===== src/rtl/joy_serial_reader_if.sv =====
// ---------------------------------------------------------------------------
// joy_serial_reader_if
//   Bundles the shift-register chain pins and the decoded joystick words of
//   joy_serial_reader.
//
//   joy_data     chain serial output, 0 = pressed
//   joy_load_n   chain parallel load, active-low
//   joy_clk      chain shift clock, chain shifts on its rising edge
//   db9joy1_out  joystick 1 {F2,F1,U,D,L,R}, 0 = pressed
//   db9joy2_out  joystick 2, same format
//   scan_done    one-clk pulse per completed scan
//
//   master : the reader (drives the chain controls and the joystick words)
//   slave  : the chain / consumer side
// ---------------------------------------------------------------------------
interface joy_serial_reader_if;
    logic       joy_data;
    logic       joy_load_n;
    logic       joy_clk;
    logic [5:0] db9joy1_out;
    logic [5:0] db9joy2_out;
    logic       scan_done;

    modport master (
        input  joy_data,
        output joy_load_n,
        output joy_clk,
        output db9joy1_out,
        output db9joy2_out,
        output scan_done
    );

    modport slave (
        output joy_data,
        input  joy_load_n,
        input  joy_clk,
        input  db9joy1_out,
        input  db9joy2_out,
        input  scan_done
    );
endinterface


===== src/rtl/joy_serial_reader.sv =====
// ---------------------------------------------------------------------------
// joy_serial_reader
//   Scans two DB9 joysticks through a 16-bit 74HC165-style parallel-in /
//   serial-out chain, debounces each stick over consecutive scans and
//   presents two active-low 6-bit words {F2,F1,U,D,L,R}.
//
//   Parameters
//     CLKDIV    clk cycles per scan tick (2..1023)
//     DEBOUNCE  identical consecutive scans needed before an output moves
//               (1..15)
//
//   Ports
//     clk    system clock
//     rst_n  asynchronous active-low reset
//     joy    joy_serial_reader_if.master (chain pins, joystick words,
//            scan_done)
//
//   Chain layout: bits 0..5 = stick 1 R,L,D,U,F1,F2; bits 8..13 = stick 2
//   in the same order; bits 6,7,14,15 are unused.
// ---------------------------------------------------------------------------
module joy_serial_reader #(
    parameter int CLKDIV   = 64,
    parameter int DEBOUNCE = 3
) (
    input  logic                  clk,
    input  logic                  rst_n,
    joy_serial_reader_if.master   joy
);

    localparam logic [9:0] PRESC_MAX = 10'(CLKDIV - 1);
    localparam logic [3:0] DB_THRESH = 4'(DEBOUNCE - 1);

    typedef enum logic [2:0] {
        ST_START,
        ST_LOAD,
        ST_SAMPLE,
        ST_HIGH,
        ST_UPDATE
    } state_t;

    // -----------------------------------------------------------------------
    // Prescaler: one tick every CLKDIV clocks, on the last count.
    // -----------------------------------------------------------------------
    logic [9:0] presc_reg;
    logic [9:0] presc_next;
    logic       tick;

    assign tick = (presc_reg == PRESC_MAX);

    always_comb begin
        presc_next = presc_reg + 10'd1;
        if (tick) begin
            presc_next = '0;
        end
    end

    always_ff @(posedge clk or negedge rst_n) begin
        if (!rst_n) begin
            presc_reg <= '0;
        end else begin
            presc_reg <= presc_next;
        end
    end

    // -----------------------------------------------------------------------
    // Scan FSM
    // -----------------------------------------------------------------------
    state_t      state_reg,     state_next;
    logic        load_n_reg,    load_n_next;
    logic        jclk_reg,      jclk_next;
    logic [3:0]  bitcnt_reg,    bitcnt_next;
    logic [15:0] shreg_reg,     shreg_next;
    logic        scan_done_reg, scan_done_next;
    logic        update_en;

    always_ff @(posedge clk or negedge rst_n) begin
        if (!rst_n) begin
            state_reg     <= ST_START;
            load_n_reg    <= 1'b1;
            jclk_reg      <= 1'b0;
            bitcnt_reg    <= '0;
            shreg_reg     <= '0;
            scan_done_reg <= 1'b0;
        end else begin
            state_reg     <= state_next;
            load_n_reg    <= load_n_next;
            jclk_reg      <= jclk_next;
            bitcnt_reg    <= bitcnt_next;
            shreg_reg     <= shreg_next;
            scan_done_reg <= scan_done_next;
        end
    end

    always_comb begin
        state_next     = state_reg;
        load_n_next    = load_n_reg;
        jclk_next      = jclk_reg;
        bitcnt_next    = bitcnt_reg;
        shreg_next     = shreg_reg;
        scan_done_next = 1'b0;
        update_en      = 1'b0;

        if (tick) begin
            case (state_reg)
                ST_START: begin
                    load_n_next = 1'b0;
                    state_next  = ST_LOAD;
                end
                ST_LOAD: begin
                    load_n_next = 1'b1;
                    bitcnt_next = '0;
                    state_next  = ST_SAMPLE;
                end
                ST_SAMPLE: begin
                    // The bit has been on the pin for a full low phase.
                    shreg_next[bitcnt_reg] = joy.joy_data;
                    jclk_next              = 1'b1;
                    state_next             = ST_HIGH;
                end
                ST_HIGH: begin
                    jclk_next = 1'b0;
                    if (bitcnt_reg == 4'd15) begin
                        state_next = ST_UPDATE;
                    end else begin
                        bitcnt_next = bitcnt_reg + 4'd1;
                        state_next  = ST_SAMPLE;
                    end
                end
                ST_UPDATE: begin
                    // scan_done rises on the same edge as the outputs change.
                    update_en      = 1'b1;
                    scan_done_next = 1'b1;
                    load_n_next    = 1'b0;
                    state_next     = ST_LOAD;
                end
                default: begin
                    state_next = ST_START;
                end
            endcase
        end
    end

    // An all-zero capture means no adapter is driving the chain; treat both
    // sticks as released rather than fully pressed.
    logic adapter_absent;
    assign adapter_absent = (shreg_reg == 16'h0000);

    // -----------------------------------------------------------------------
    // Per-stick debounce. Chain bits already line up with {F2,F1,U,D,L,R}.
    // -----------------------------------------------------------------------
    for (genvar gi = 0; gi < 2; gi++) begin : g_stick
        logic [5:0] raw;
        logic [5:0] prev_reg, prev_next;
        logic [3:0] cnt_reg,  cnt_next;
        logic [5:0] out_reg,  out_next;

        assign raw = adapter_absent ? 6'b111111 : shreg_reg[gi*8 +: 6];

        always_comb begin
            prev_next = prev_reg;
            cnt_next  = cnt_reg;
            out_next  = out_reg;
            if (update_en) begin
                if (raw == prev_reg) begin
                    cnt_next = (cnt_reg == 4'd15) ? 4'd15 : cnt_reg + 4'd1;
                end else begin
                    cnt_next = 4'd0;
                end
                prev_next = raw;
                if (cnt_next >= DB_THRESH) begin
                    out_next = raw;
                end
            end
        end

        always_ff @(posedge clk or negedge rst_n) begin
            if (!rst_n) begin
                prev_reg <= 6'b111111;
                cnt_reg  <= '0;
                out_reg  <= 6'b111111;
            end else begin
                prev_reg <= prev_next;
                cnt_reg  <= cnt_next;
                out_reg  <= out_next;
            end
        end
    end

    assign joy.joy_load_n  = load_n_reg;
    assign joy.joy_clk     = jclk_reg;
    assign joy.scan_done   = scan_done_reg;
    assign joy.db9joy1_out = g_stick[0].out_reg;
    assign joy.db9joy2_out = g_stick[1].out_reg;

endmodule


===== src/flat_wrapper.sv =====
// flat-port wrapper written by rule: the top's interface ports become plain ports
module joy_serial_reader_flat 
#(
    parameter int CLKDIV   = 64,
    parameter int DEBOUNCE = 3
)
  (clk, rst_n, joy_joy_data, joy_joy_load_n, joy_joy_clk, joy_db9joy1_out, joy_db9joy2_out, joy_scan_done);
  joy_serial_reader_if joy_i ();
  input  logic clk;
  input  logic rst_n;
  input wire logic [$bits(joy_i.joy_data)-1:0] joy_joy_data;
  output wire logic [$bits(joy_i.joy_load_n)-1:0] joy_joy_load_n;
  output wire logic [$bits(joy_i.joy_clk)-1:0] joy_joy_clk;
  output wire logic [$bits(joy_i.db9joy1_out)-1:0] joy_db9joy1_out;
  output wire logic [$bits(joy_i.db9joy2_out)-1:0] joy_db9joy2_out;
  output wire logic [$bits(joy_i.scan_done)-1:0] joy_scan_done;
  assign joy_i.joy_data = joy_joy_data;
  assign joy_joy_load_n = joy_i.joy_load_n;
  assign joy_joy_clk = joy_i.joy_clk;
  assign joy_db9joy1_out = joy_i.db9joy1_out;
  assign joy_db9joy2_out = joy_i.db9joy2_out;
  assign joy_scan_done = joy_i.scan_done;
  joy_serial_reader #(.CLKDIV(CLKDIV), .DEBOUNCE(DEBOUNCE)) u_core (.clk(clk), .rst_n(rst_n), .joy(joy_i));
endmodule

===== config.mk =====
export PLATFORM = sky130hd
export DESIGN_NAME = joy_serial_reader_flat
export DESIGN_NICKNAME = d
export VERILOG_FILES = /design/src/rtl/joy_serial_reader_if.sv /design/src/rtl/joy_serial_reader.sv /design/src/flat_wrapper.sv
export SDC_FILE = /design/constraint.sdc
export NUM_CORES = 1
export LEC_CHECK = 0
export CORE_MARGIN = 4
export CORE_UTILIZATION = 49
export CTS_CLUSTER_DIAMETER = 150
export DETAILED_ROUTE_END_ITERATION = 6
export HOLD_SLACK_MARGIN = 0.06
export PLACE_DENSITY = 0.67
export SLEW_MARGIN = 40
export SYNTH_ARGS = -nofsm -noshare
export SYNTH_HDL_FRONTEND = slang
export SYNTH_SLANG_ARGS = --single-unit

===== constraint.sdc =====
create_clock -name clk -period 3.5 [get_ports clk]
set_input_delay 0.525 -clock clk [delete_from_list [all_inputs] [get_ports clk]]
set_output_delay 0.525 -clock clk [all_outputs]
set_load 0.005 [all_outputs]

---- Yosys cells after proc, flatten, opt, wreduce, memory -nomap -nowiden ----
Cells that the tools add are included.
cells by class
  multiplexer cells ....................... 20
  $add $sub $neg .......................... 4
  reductions and logical operators ........ 13
  equality and inequality tests ........... 11
  $lt $le $gt $ge ......................... 4
operators with widths
  operator                                                                       count
  4-bit 2-to-1 mux                                                               7
  16-bit bitwise mux                                                             1
  16-bit logical NOT                                                             1
  4-bit by 1-bit adder with 4-bit output (second input constant)                 3
  4-bit == test (second input constant)                                          3
  6-bit == test                                                                  2
  6-bit 2-to-1 mux                                                               2
  3-bit case mux with 4 select lines                                             1
  10-bit by 1-bit adder with 10-bit output (second input constant)               1
  10-bit by 6-bit == test with 1-bit output (second input constant)              1
  10-bit 2-to-1 mux                                                              1
  2-bit AND reduction                                                            5
  4-bit by 2-bit >= comparator with 1-bit output (second input constant)         2
  4-bit case mux with 2 select lines                                             1
  3-bit by 2-bit == test with 1-bit output (second input constant)               2
  2-bit nonzero test                                                             3
  4-bit by 5-bit less-than comparator with 1-bit output (second input constant)  1
  1-bit demux with 4-bit select                                                  1
  4-bit by 1-bit >= comparator with 1-bit output (second input constant)         1
  1-bit case mux with 2 select lines                                             2
  3-bit by 1-bit == test with 1-bit output (second input constant)               1
  3-bit == test (second input constant)                                          1
  3-bit logical NOT                                                              1
  1-bit 2-to-1 mux                                                               3
  other kinds (5)                                                                5
word-level totals
  bits of input ports ..................... 3
  flip-flop bits (word level) ............. 68
  logic and storage cells ................. 65
  output and inout port bits .............. 15

---- Depth between registers and ports, before layout ----
  depth after elaboration ................. 7
  gate-level depth with buffers ........... 9
  depth with buffers taken out ............ 8

---- Worst setup path before layout ----
OpenSTA, ideal clock, no wires.
  path type ............................... reg2reg
  from .................................... register u_core.presc_reg[6]
  to ...................................... register u_core.shreg_reg[7]
  data required time ...................... 3375 ps
  path slack .............................. 1381 ps
  stages on the path, launching flop included .. 6
  data arrival time ....................... 1994 ps
  path through ............................ dfrtp_1 > or4_4 > nor4_4 > and3b_4 > nand2_1 > mux2_4
on the way
  longest elaborated chain between the ends .. 2
RTL lines
  item                                       RTL line                 text
  start: declaration                         joy_serial_reader.sv:44  logic [9:0] presc_reg;
  start signal: assignment                   joy_serial_reader.sv:61  presc_reg <= presc_next;
  10-bit by 6-bit == test with 1-bit output  joy_serial_reader.sv:48  assign tick = (presc_reg == PRESC_MAX);
  2-bit AND reduction (no line)              -
  end signal: assignment                     joy_serial_reader.sv:89  shreg_reg <= shreg_next;
  end: declaration                           joy_serial_reader.sv:72  logic [15:0] shreg_reg, shreg_next;
Every way passes these cells.
A chain may end at the register's enable or synchronous reset.

---- Worst setup path after layout ----
  from .................................... register u_core.presc_reg[6]
  to ...................................... register u_core.g_stick[1].out_reg[1], in the netlist u_core.joy.db9joy2_out[1]
on the way
  longest elaborated chain between the ends .. 3
RTL lines
  item                                       RTL line                  text
  10-bit by 6-bit == test with 1-bit output  joy_serial_reader.sv:48
  1-bit 2-to-1 mux                           joy_serial_reader.sv:103  if (tick) begin
  2-bit AND reduction (no line)              -
  end signal: assignment                     joy_serial_reader.sv:184  out_reg <= out_next;
  end: declaration                           joy_serial_reader.sv:155  logic [5:0] out_reg, out_next;
Every way passes these cells.

==> impl_results.md <==
- CP cell instances: or4_4 > nor3_2 > buf_4 > nand3_1 > inv_2 > o31ai_1 > or2_0 > o22a_1
- Synth warnings: 0
- Pleak: 0.00151 uW
- Fraction of synthesized cell area in xor and xnor cells: 0.0468
- Slowest CP cell: or4_4
- Hold crit path type: in -> async
- Core ar.: 6490 um2
- Cts bufs inserted: 9
- Drt initial violations: 94
- Most frequent cells in the layout: 43 x dfrtp_1, 27 x nor2_1, 25 x nand2_1, 25 x dfstp_2, 22 x a21oi_1
- DRC Markers: 0
- IO Count: 18
- Syn Inst Count: 315
- Post-DP HPWL: 4560 um
- NetSw: 346 uW
- Hold_buf cts: 0
- Final worst slack: 888 ps
- Sequential share of power: 0.555
- Clock Skew: 9.21 ps
- Routed Antenna Nets: 0
- CP Launch Type: flop
- Largest net degree at the start of global routing: 38
- Post-CTS Setup Bufs: 0
- Port Buffers: 17
- GRT Total Usage: 0.172
- Max Freq: 383 MHz
- Cell family with most CP delay: simple AND/OR/NAND/NOR gates
- Largest stage delay, worst path: 590 ps
- Synth Area in Compound Gates: 0.117
- Most common cell after layout, fill and taps aside: dfrtp_1
- Syn Nets: 325
- Routed length on met2: 3010 um
- Worst vdd ir: 0.000193 V
- Top sig layer: met4
- Max clock buf depth: 2
- Max_slew headroom: 0.479
- Combinational power share: 0.031
- Layout cells sized above 1: 0.219
- Final Cycle Share: 0.746
- Area of the die: 8260 um2
- Power Density: 383 nW/um2
- Seq cells post-synth: 68
- Total grt overflow: 0
- Final Hold Vio Count: 0
- Antenna fix cells: 0
- Register area share after synthesis: 0.515
- Die Y: 90.9 um
- Buf+Inv Stages, Crit Path: 2
- Wire length per cell: 15.4 um
- FFs w/ async S/R, synth: 1.00
- M1 WL: 3090 um
- Clock share of power: 0.414
- Max FFs per register: 16
- Drt via density: 5.67
- Post-place setup slack: 934 ps
- Clock Sinks: 68
- Internal Power: 1110 uW
- GPL Wtd Cong: 0.818
- Minimum clock period: 2610 ps
- Area Growth Syn to Fin: 13.1%
- Simple-gate portion of the synthesized area: 0.188
- Max-cap violation count: 0
- Drt pass-1 iters: 5
- Status: completed
- Initial Util: 0.518
- WP data arrival: 2890 ps
- Largest family of logic cells by synthesized area: simple AND/OR/NAND/NOR gates
- Sw frac: 0.238
- Vias in the first global route: 2,423
- Post-layout util: 0.586
- EDFF count, synth: 0
- DR WL met3: 242 um
- Avg Cell Area, Syn: 10.7 um2
- CTS resizes: 0
- Post-Route WL: 6440 um
- Synth unique cells: 49
- Crit path max fanout: 11
- Final net count: 347
- Wire length of the first global-routing pass: 11,600 um
- Main synth FF type: dfrtp_1
- Via count: 2,376
- Die Wd: 90.9 um
- Num rows: 29
- Critical Path RT: 3780 ps
- Clock slew at reported path FFs: 80 ps
- Worst-Skew Late Latency: 350 ps
- Number of H-tree levels: 3
- Synth Area in Adders: 0.0260
- Max-slew violations: 0
- Worst Tran Pin Value: 774 ps
- Mux cell area share after synthesis: 0.0822
- Root Driver: clkbuf_8
- Initial antenna violation count: 0
- RSZ-0062 raised after global routing: no
- WS Path Type: reg -> reg
- # setup viols final: 0
- Setup TNS: 0 ps
- Nature of the critical path endpoint: flop
- Post-Syn Area: 3370 um2
- CTS tree: done
through the flow:
step,instance area (um2),total power [uW],hold WS [ps],std cells
6_report,3810,1460,137,419
2_1_floorplan,3370,842,229,315
3_3_place_gp,3620,868,457,403
5_1_grt,3810,1520,163,419
4_1_cts,3800,1480,288,419
3_5_place_dp,3620,869,463,403
cell type report:
cell class / count / area [um2]
fillers: 551 / 2690
flip-flops and latches: 68 / 1730
multi-input cells: 225 / 1550
repair buffers: 21 / 198
clock buffers: 11 / 151
well taps: 77 / 96.3
inverters: 12 / 45.0
clock inverters: 5 / 35.0
Yosys cell counts, types with 7 or more instances:
master | n | area, um2
clkbuf_1 | 9 | 33.8
nand3_1 | 20 | 100
nand2_1 | 25 | 93.8
ha_1 | 7 | 87.6
nor2_1 | 27 | 101
nand4_1 | 7 | 43.8
dfrtp_1 | 43 | 1080
inv_1 | 11 | 41.3
nor4_1 | 7 | 43.8
a21oi_1 | 22 | 110
o21ai_0 | 7 | 35.0
dfstp_2 | 25 | 657
o22a_1 | 12 | 105
mux2_2 | 15 | 169
xnor2_1 | 12 | 105
layer usage:
layer,vias up,global-route usage
met5,-,0
met4,0,0.0578
met3,12,0.0467
met2,32,0.270
met1,1150,0.232
li1,1182,-
worst reg2reg max path: stages, from the launching register on:
cell     delay (ps)
dfrtp_1         420
or4_4           590
nor3_2          140
buf_4           190
nand3_1         360
inv_2           150
o31ai_1         120
or2_0           350
o22a_1          220
power by group through the flow:
stage | registers [uW] | logic (uW) | clock network [uW]
after floorplan | 819 | 22.6 | 0
after global placement | 822 | 45.6 | 0
after detailed placement | 823 | 46.1 | 0
after CTS | 809 | 46.3 | 620
after global routing | 810 | 51.8 | 657
final | 809 | 44.9 | 604
kinds of logic (layout without fill, tap and decap cells):
group,Yosys count,after routing
buf+inv,22,49
compound gates,59,59
fa+ha+maj,7,7
mux,24,24
simple gates,117,117
xor+xnor,18,18
flops,68,68
final timing paths:
check,from,end,slack [ps],cells past startpoint
max in group asynchronous,rst_n,u_core.g_stick[0].prev_reg[5]$_DFFE_PN1P_,2670,2
setup reg to reg,u_core.presc_reg[6]$_DFF_PN0_,u_core.joy.db9joy2_out[1]$_DFFE_PN1P_,890,8
hold reg to reg,u_core.joy.db9joy1_out[0]$_DFFE_PN1P_,u_core.joy.db9joy1_out[0]$_DFFE_PN1P_,470,2
min in group clk,u_core.joy.db9joy1_out[0]$_DFFE_PN1P_,u_core.joy.db9joy1_out[0]$_DFFE_PN1P_,470,2
hold / removal,rst_n,u_core.joy.scan_done$_DFF_PN0_,140,1
setup / recovery,u_core.presc_reg[6]$_DFF_PN0_,u_core.joy.db9joy2_out[1]$_DFFE_PN1P_,890,8
(Power assumes the default switching activity.)
==> RTL edit 1 (config.mk and constraints unchanged) <==
`shreg_reg` no longer has a reset.
--- a/src/rtl/joy_serial_reader.sv
+++ b/src/rtl/joy_serial_reader.sv
@@ -79,16 +79,18 @@
             load_n_reg    <= 1'b1;
             jclk_reg      <= 1'b0;
             bitcnt_reg    <= '0;
-            shreg_reg     <= '0;
             scan_done_reg <= 1'b0;
         end else begin
             state_reg     <= state_next;
             load_n_reg    <= load_n_next;
             jclk_reg      <= jclk_next;
             bitcnt_reg    <= bitcnt_next;
-            shreg_reg     <= shreg_next;
             scan_done_reg <= scan_done_next;
         end
+    end
+
+    always_ff @(posedge clk) begin
+        shreg_reg <= shreg_next;
     end
 
     always_comb begin
Function: same outputs for any inputs over 10 cycles, from zero or initial values and one cycle with rst_n low; that may be too few to reach the edited logic, so the function may still have changed.
==> RTL edit 1 against the original RTL <==
Sequential cell count unchanged. Final cell count decreased by 6.9%. Area after synthesis is 3.6% lower. Cell area shrank 2.8%. Critical path depth fell by 2. Worst setup slack got worse by 0.052 ns. Die area shrank 3.3%. Clock skew hardly changed. Hold slack improved by 0.030 ns. Non-clock buffer count increased by 1. Wire length down 12%. First-iteration DRC count fell by 29%.
Power is not compared: it rests on default switching activity, and its combinational part moved more than twofold at a synthesized area within 25%.
==> RTL edit 1: results (changes against the original RTL) <==
Status
  – Run status: finished clean (unchanged)

Timing
  – Worst-Margin Slew: 0.610 ns (was 0.774 ns)
  – TNS Setup: 0 ns (unchanged)
  – Skew final: 0.00966 ns (was 0.00921 ns)

Final layout
  – Fin nets: 318 (was 347)
  – Share of cells above drive strength 1: 0.220 (was 0.219)
  – # diodes: 0 (unchanged)
  – Fillers: 529 (was 551)

Route
  – Initial DRC count: 67 (was 94)
  – DR vias/cell: 5.61 (was 5.67)
  – Post-Route WL: 5.64 mm (was 6.44 mm)

Logic synthesis
  – Yosys cell types: 47 (was 49)
  – Number of flops mapped to enable cells by yosys: 16 (was 0)
  – Mapped Nets: 297 (was 325)
  – Sequential fraction of the synthesis area: 0.559 (was 0.515)
  – Post-synth top cells: nor2_1, dfrtp_1, dfstp_2 (was dfrtp_1, nor2_1, dfstp_2, nand2_1, a21oi_1)
  – Dominant synthesized flop cell: dfrtp_1 (unchanged)
  – Fraction of registers with async set/reset: 0.765 (was 1.00)
  – Area contributors post-synth: dfrtp_1, dfstp_2, edfxtp_1 (was dfrtp_1, dfstp_2, mux2_2)

Worst setup path
  – Arrival time worst endpoint: 2.93 ns (was 2.89 ns)
  – Worst reg-to-reg path cell count: 6 (was 8)
  – Highest cell delay on the worst timing path: 0.57 ns (was 0.59 ns)
  – RR Endpoint: u_core.joy.db9joy2_out[4] (was u_core.joy.db9joy2_out[1])
  – CP max stage cell: a2111oi_4 (was or4_4)
  – Reg2reg setup slack: 0.84 ns (was 0.89 ns)
  – CP max FO: 7 (was 11)
  – Worst r2r src: u_core.shreg_reg[9] (was u_core.presc_reg[6])

Place
  – Hpwl dp: 4.03 mm (was 4.56 mm)
  – GPL Wtd Cong: 0.803 (was 0.818)

Clock network
  – Worst-Skew Late Latency: 0.34 ns
  – Post-CTS setup buffer count: 0 (unchanged)

GRT
  – Largest net degree at the start of global routing: 44 (was 38)
  – Vias in the first global route: 2070 (was 2423)
  – GRT Total Usage: 0.156 (was 0.172)
  – First-pass GRT wire length: 9.49 mm (was 11.6 mm)
RTL edit 1: cell types whose count changed after synthesis, sizes merged, moves of 11 or more:
cell    change
nand3      -12
nor3       +12
dfrtp      -16
o22a       -11
a21oi      -12
edfxtp     +16
RTL edit 1: critical path: cells and delay by family (launching register included):
kind | cells | cell delay [ns]
flip-flops | 1 | 0.42
AO/OA/AOI/OAI | 2 | 0.76
AND/OR/NAND/NOR | 3 | 1.00
multiplexers | 1 | 0.40
RTL edit 1: how the worst max path moves through the flow:
| stage | endpoint | cells after the start | slack, ns |
|---|---|---|---|
| 2_1_floorplan | u_core.joy.db9joy1_out[4] | 7 | 1.32 |
| 4_1_cts | u_core.joy.db9joy2_out[4] | 6 | 0.79 |
| 5_1_grt | u_core.joy.db9joy2_out[5] | 6 | 0.64 |
| 6_report | u_core.joy.db9joy2_out[4] | 6 | 0.84 |
| 3_3_place_gp | u_core.joy.db9joy2_out[1] | 6 | 0.93 |
| 3_5_place_dp | u_core.joy.db9joy2_out[1] | 6 | 0.81 |
RTL edit 1: final cells by class:
class                           instances  area share
Clock buffer                           10      0.0372
Clock inverter                          6      0.0189
Multi-Input combinational cell        198       0.364
Inverter                                9     0.00912
Timing Repair Buffer                   22      0.0554
Sequential cell                        68       0.490
Tap cell                               77      0.0260
RTL edit 1: per-stage QoR:
stage	utilization	worst slack, ns	std cells	area [um^2]	hold slack (ns)
5_1_grt	0.580	0.640	390	3700	0.196
2_1_floorplan	-	1.32	287	3240	0.229
3_5_place_dp	0.547	0.810	374	3490	0.458
3_3_place_gp	0.547	0.931	374	3490	0.456
6_report	0.580	0.836	390	3700	0.167
4_1_cts	0.580	0.795	390	3700	0.178
RTL edit 1: cells by family (layout without fill, tap and decap cells):
group,count (synthesis),after routing,synth area share
adders and majority gates,7,7,0.0270
buffers and inverters,21,47,0.0258
and+or+nand+nor,107,107,0.170
xor gates and xnor gates,19,19,0.0513
DFF,68,68,0.559
AOI/OAI and AO/OA,44,44,0.0953
muxes,21,21,0.0714
RTL edit 1: per-layer routing:
layer  wire (um)  track usage
met5           0            0
met4         119       0.0771
met3         173       0.0313
met2        2710        0.252
met1        2630        0.201
RTL edit 1: power by group:
group	switching, uW	leakage (uW)	total [uW]	internal, uW
registers	0	0.000764	813	813
clock network	308	0.000104	663	355
logic	13.4	0.000648	16.5	3.15
==> RTL edit 2 (same flow settings) <==
Without the edit above. `CLKDIV` is set to 64 in 2 places; all go to 48.
--- a/src/rtl/joy_serial_reader.sv
+++ b/src/rtl/joy_serial_reader.sv
@@ -19,7 +19,7 @@
 //   in the same order; bits 6,7,14,15 are unused.
 // ---------------------------------------------------------------------------
 module joy_serial_reader #(
-    parameter int CLKDIV   = 64,
+    parameter int CLKDIV   = 48,
     parameter int DEBOUNCE = 3
 ) (
     input  logic                  clk,
--- a/src/flat_wrapper.sv
+++ b/src/flat_wrapper.sv
@@ -1,7 +1,7 @@
 // flat-port wrapper written by rule: the top's interface ports become plain ports
 module joy_serial_reader_flat 
 #(
-    parameter int CLKDIV   = 64,
+    parameter int CLKDIV   = 48,
     parameter int DEBOUNCE = 3
 )
   (clk, rst_n, joy_joy_data, joy_joy_load_n, joy_joy_clk, joy_db9joy1_out, joy_db9joy2_out, joy_scan_done);
Check against the original RTL: same outputs for any inputs over 10 cycles, from zero or initial values and one cycle with rst_n low; that may be too few to reach the edited logic, so the function may still have changed.
==> RTL edit 2 against the original RTL <==
Wire length is 3.4% lower. Power is 3.6% higher. Area after synthesis is 0.30% lower. Worst setup slack worse by 0.18 ns. Sequential share of layout area hardly changed. Cell area hardly changed. Sequential cell count stayed put. Sequential power hardly changed. Critical endpoint is now u_core.joy.db9joy2_out[5].
==> RTL edit 2: results (changes against the original RTL) <==
Logic synthesis
  – Dominant synthesized flop cell: dfrtp_1 (unchanged)
  – Post-synth top cells: dfrtp_1, dfstp_2, nand2_1 (was dfrtp_1, nor2_1, dfstp_2, nand2_1, a21oi_1)
  – Synth Warn #: 0 (unchanged)
  – Mapped Nets: 318 (was 325)
  – Yosys top cell area share: 0.321 (was 0.320)
  – Area contributors post-synth: dfrtp_1, dfstp_2, mux2_2 (unchanged)
  – Syn Inst Count: 308 (was 315)
  – Fraction of registers with async set/reset: 1.00 (unchanged)
  – Yosys cell types: 51 (was 49)
  – Sequential fraction of the synthesis area: 0.516 (was 0.515)

GRT
  – GRT Total Usage: 0.162 (was 0.172)
  – M3 GR Usage: 0.0392 (was 0.0467)
  – Initial antenna violation count: 0 (unchanged)
  – Met2 GRT Util: 0.256 (was 0.270)
  – Met1 Use GR: 0.221 (was 0.232)
  – Largest net degree at the start of global routing: 45 (was 38)
  – First-pass GRT wire length: 10.9 mm (was 11.6 mm)

Clock network
  – H-tree depth: 3 (unchanged)
  – Post-CTS setup buffer count: 0 (unchanged)
  – Worst-Skew Late Latency: roughly 0.34 ns
  – Clock Tree Buf Depth: 2 (unchanged)
  – TritonCTS Buffers: 9 (unchanged)
  – Worst-path clk slew: about 0.070 ns
  – CTS root buf: clkbuf_8 (unchanged)
  – Post_cts resized: 0 (unchanged)

Worst setup path
  – CP max FO: 24 (was 11)
  – CP max stage cell: or4_4 (unchanged)
  – Highest cell delay on the worst timing path: 0.57 ns (was 0.59 ns)
  – Arrival time worst endpoint: 3.07 ns (was 2.89 ns)
  – Delay-heaviest family, CP: simple AND/OR/NAND/NOR gates (unchanged)

Route
  – Met2 wire length: 2.93 mm (was 3.01 mm)
  – Max Used Layer: met4 (unchanged)
  – Initial DRC count: 76 (was 94)
  – Met1 WL: 3.03 mm (was 3.09 mm)
  – First-pass detailed-route iteration total: 4 (was 5)
  – Via count: 2323 (was 2376)
  – Wire length on met3: 196 um (was 242 um)
  – DR WL/cell: 15.1 um (was 15.4 um)
  – DR vias/cell: 5.64 (was 5.67)

Timing
  – Max-slew headroom: 0.597 (was 0.479)
  – Skew final: 0.0102 ns (was 0.00921 ns)

Status
  – Run status: finished clean (unchanged)

Place
  – Hpwl dp: 4.40 mm (was 4.56 mm)
  – GPL Wtd Cong: 0.828 (was 0.818)
  – Post-place setup slack: 0.680 ns (was 0.934 ns)
  – Post-DP Area: 3600 um^2 (was 3620 um^2)
  – Cells after DPL: 396 (was 403)
  – PortBufs: 17 (unchanged)

Final layout
  – Fin nets: 340 (was 347)
  – Fillers: 539 (was 551)
  – Max FFs per register: 16 (unchanged)
  – # diodes: 0 (unchanged)
  – Share of cells above drive strength 1: 0.218 (was 0.219)

Worst hold path
  – Hold Crit Class: in -> async (unchanged)

Pwr
  – Pwr Density: 397 nW/um^2 (was 383 nW/um^2)
  – Max VDD drop: 0.237 mV (was 0.193 mV)
  – Leak: 0.00150 uW (was 0.00151 uW)
==> RTL edit 2: cell count changes after synthesis, moves of 3 or more <==
| cell | unedited run | this run |
|---|---|---|
| a21oi_1 | 22 | 15 |
| a21o_1 | 0 | 4 |
| nand4_1 | 7 | 4 |
| nor2_1 | 27 | 22 |
| clkbuf_1 | 9 | 4 |
| buf_2 | 1 | 4 |
==> RTL edit 2: logic make-up (layout without fill, tap and decap cells) <==
logic type      count (synthesis)  in the layout  share of synthesized area
flops                          68             68                      0.516
mux                            24             24                     0.0794
simple gates                  112            112                      0.179
compound gates                 58             58                      0.124
xor+xnor                       18             18                     0.0470
buf+inv                        21             48                     0.0283
fa+ha+maj                       7              7                     0.0261
==> RTL edit 2: final timing paths <==
path | start | endpoint | slack [ns] | cells past startpoint
worst max-delay path | u_core.presc_reg[6] | u_core.joy.db9joy2_out[5] | 0.70 | 7
worst min-delay path | rst_n | u_core.g_stick[1].cnt_reg[2] | 0.17 | 2
worst max register to register | u_core.presc_reg[6] | u_core.joy.db9joy2_out[5] | 0.70 | 7
worst min register to register | u_core.joy.db9joy1_out[0] | u_core.joy.db9joy1_out[0] | 0.47 | 2
max in group asynchronous | rst_n | u_core.joy.db9joy1_out[0] | 2.73 | 3
min in group clk | u_core.joy.db9joy1_out[0] | u_core.joy.db9joy1_out[0] | 0.47 | 2
==> RTL edit 2: layout make-up <==
class,count,area share
Inverter,12,0.0122
Clock inverter,4,0.0125
Multi-Input combinational cell,219,0.401
Sequential cell,68,0.455
Clock buffer,12,0.0408
Tap cell,77,0.0253
Timing Repair Buffer,20,0.0526
==> RTL edit 2: power by group <==
| group | internal [uW] | switching, uW |
|---|---|---|
| logic | 18.8 | 26.4 |
| registers | 796 | 12.9 |
| clock network | 366 | 290 |
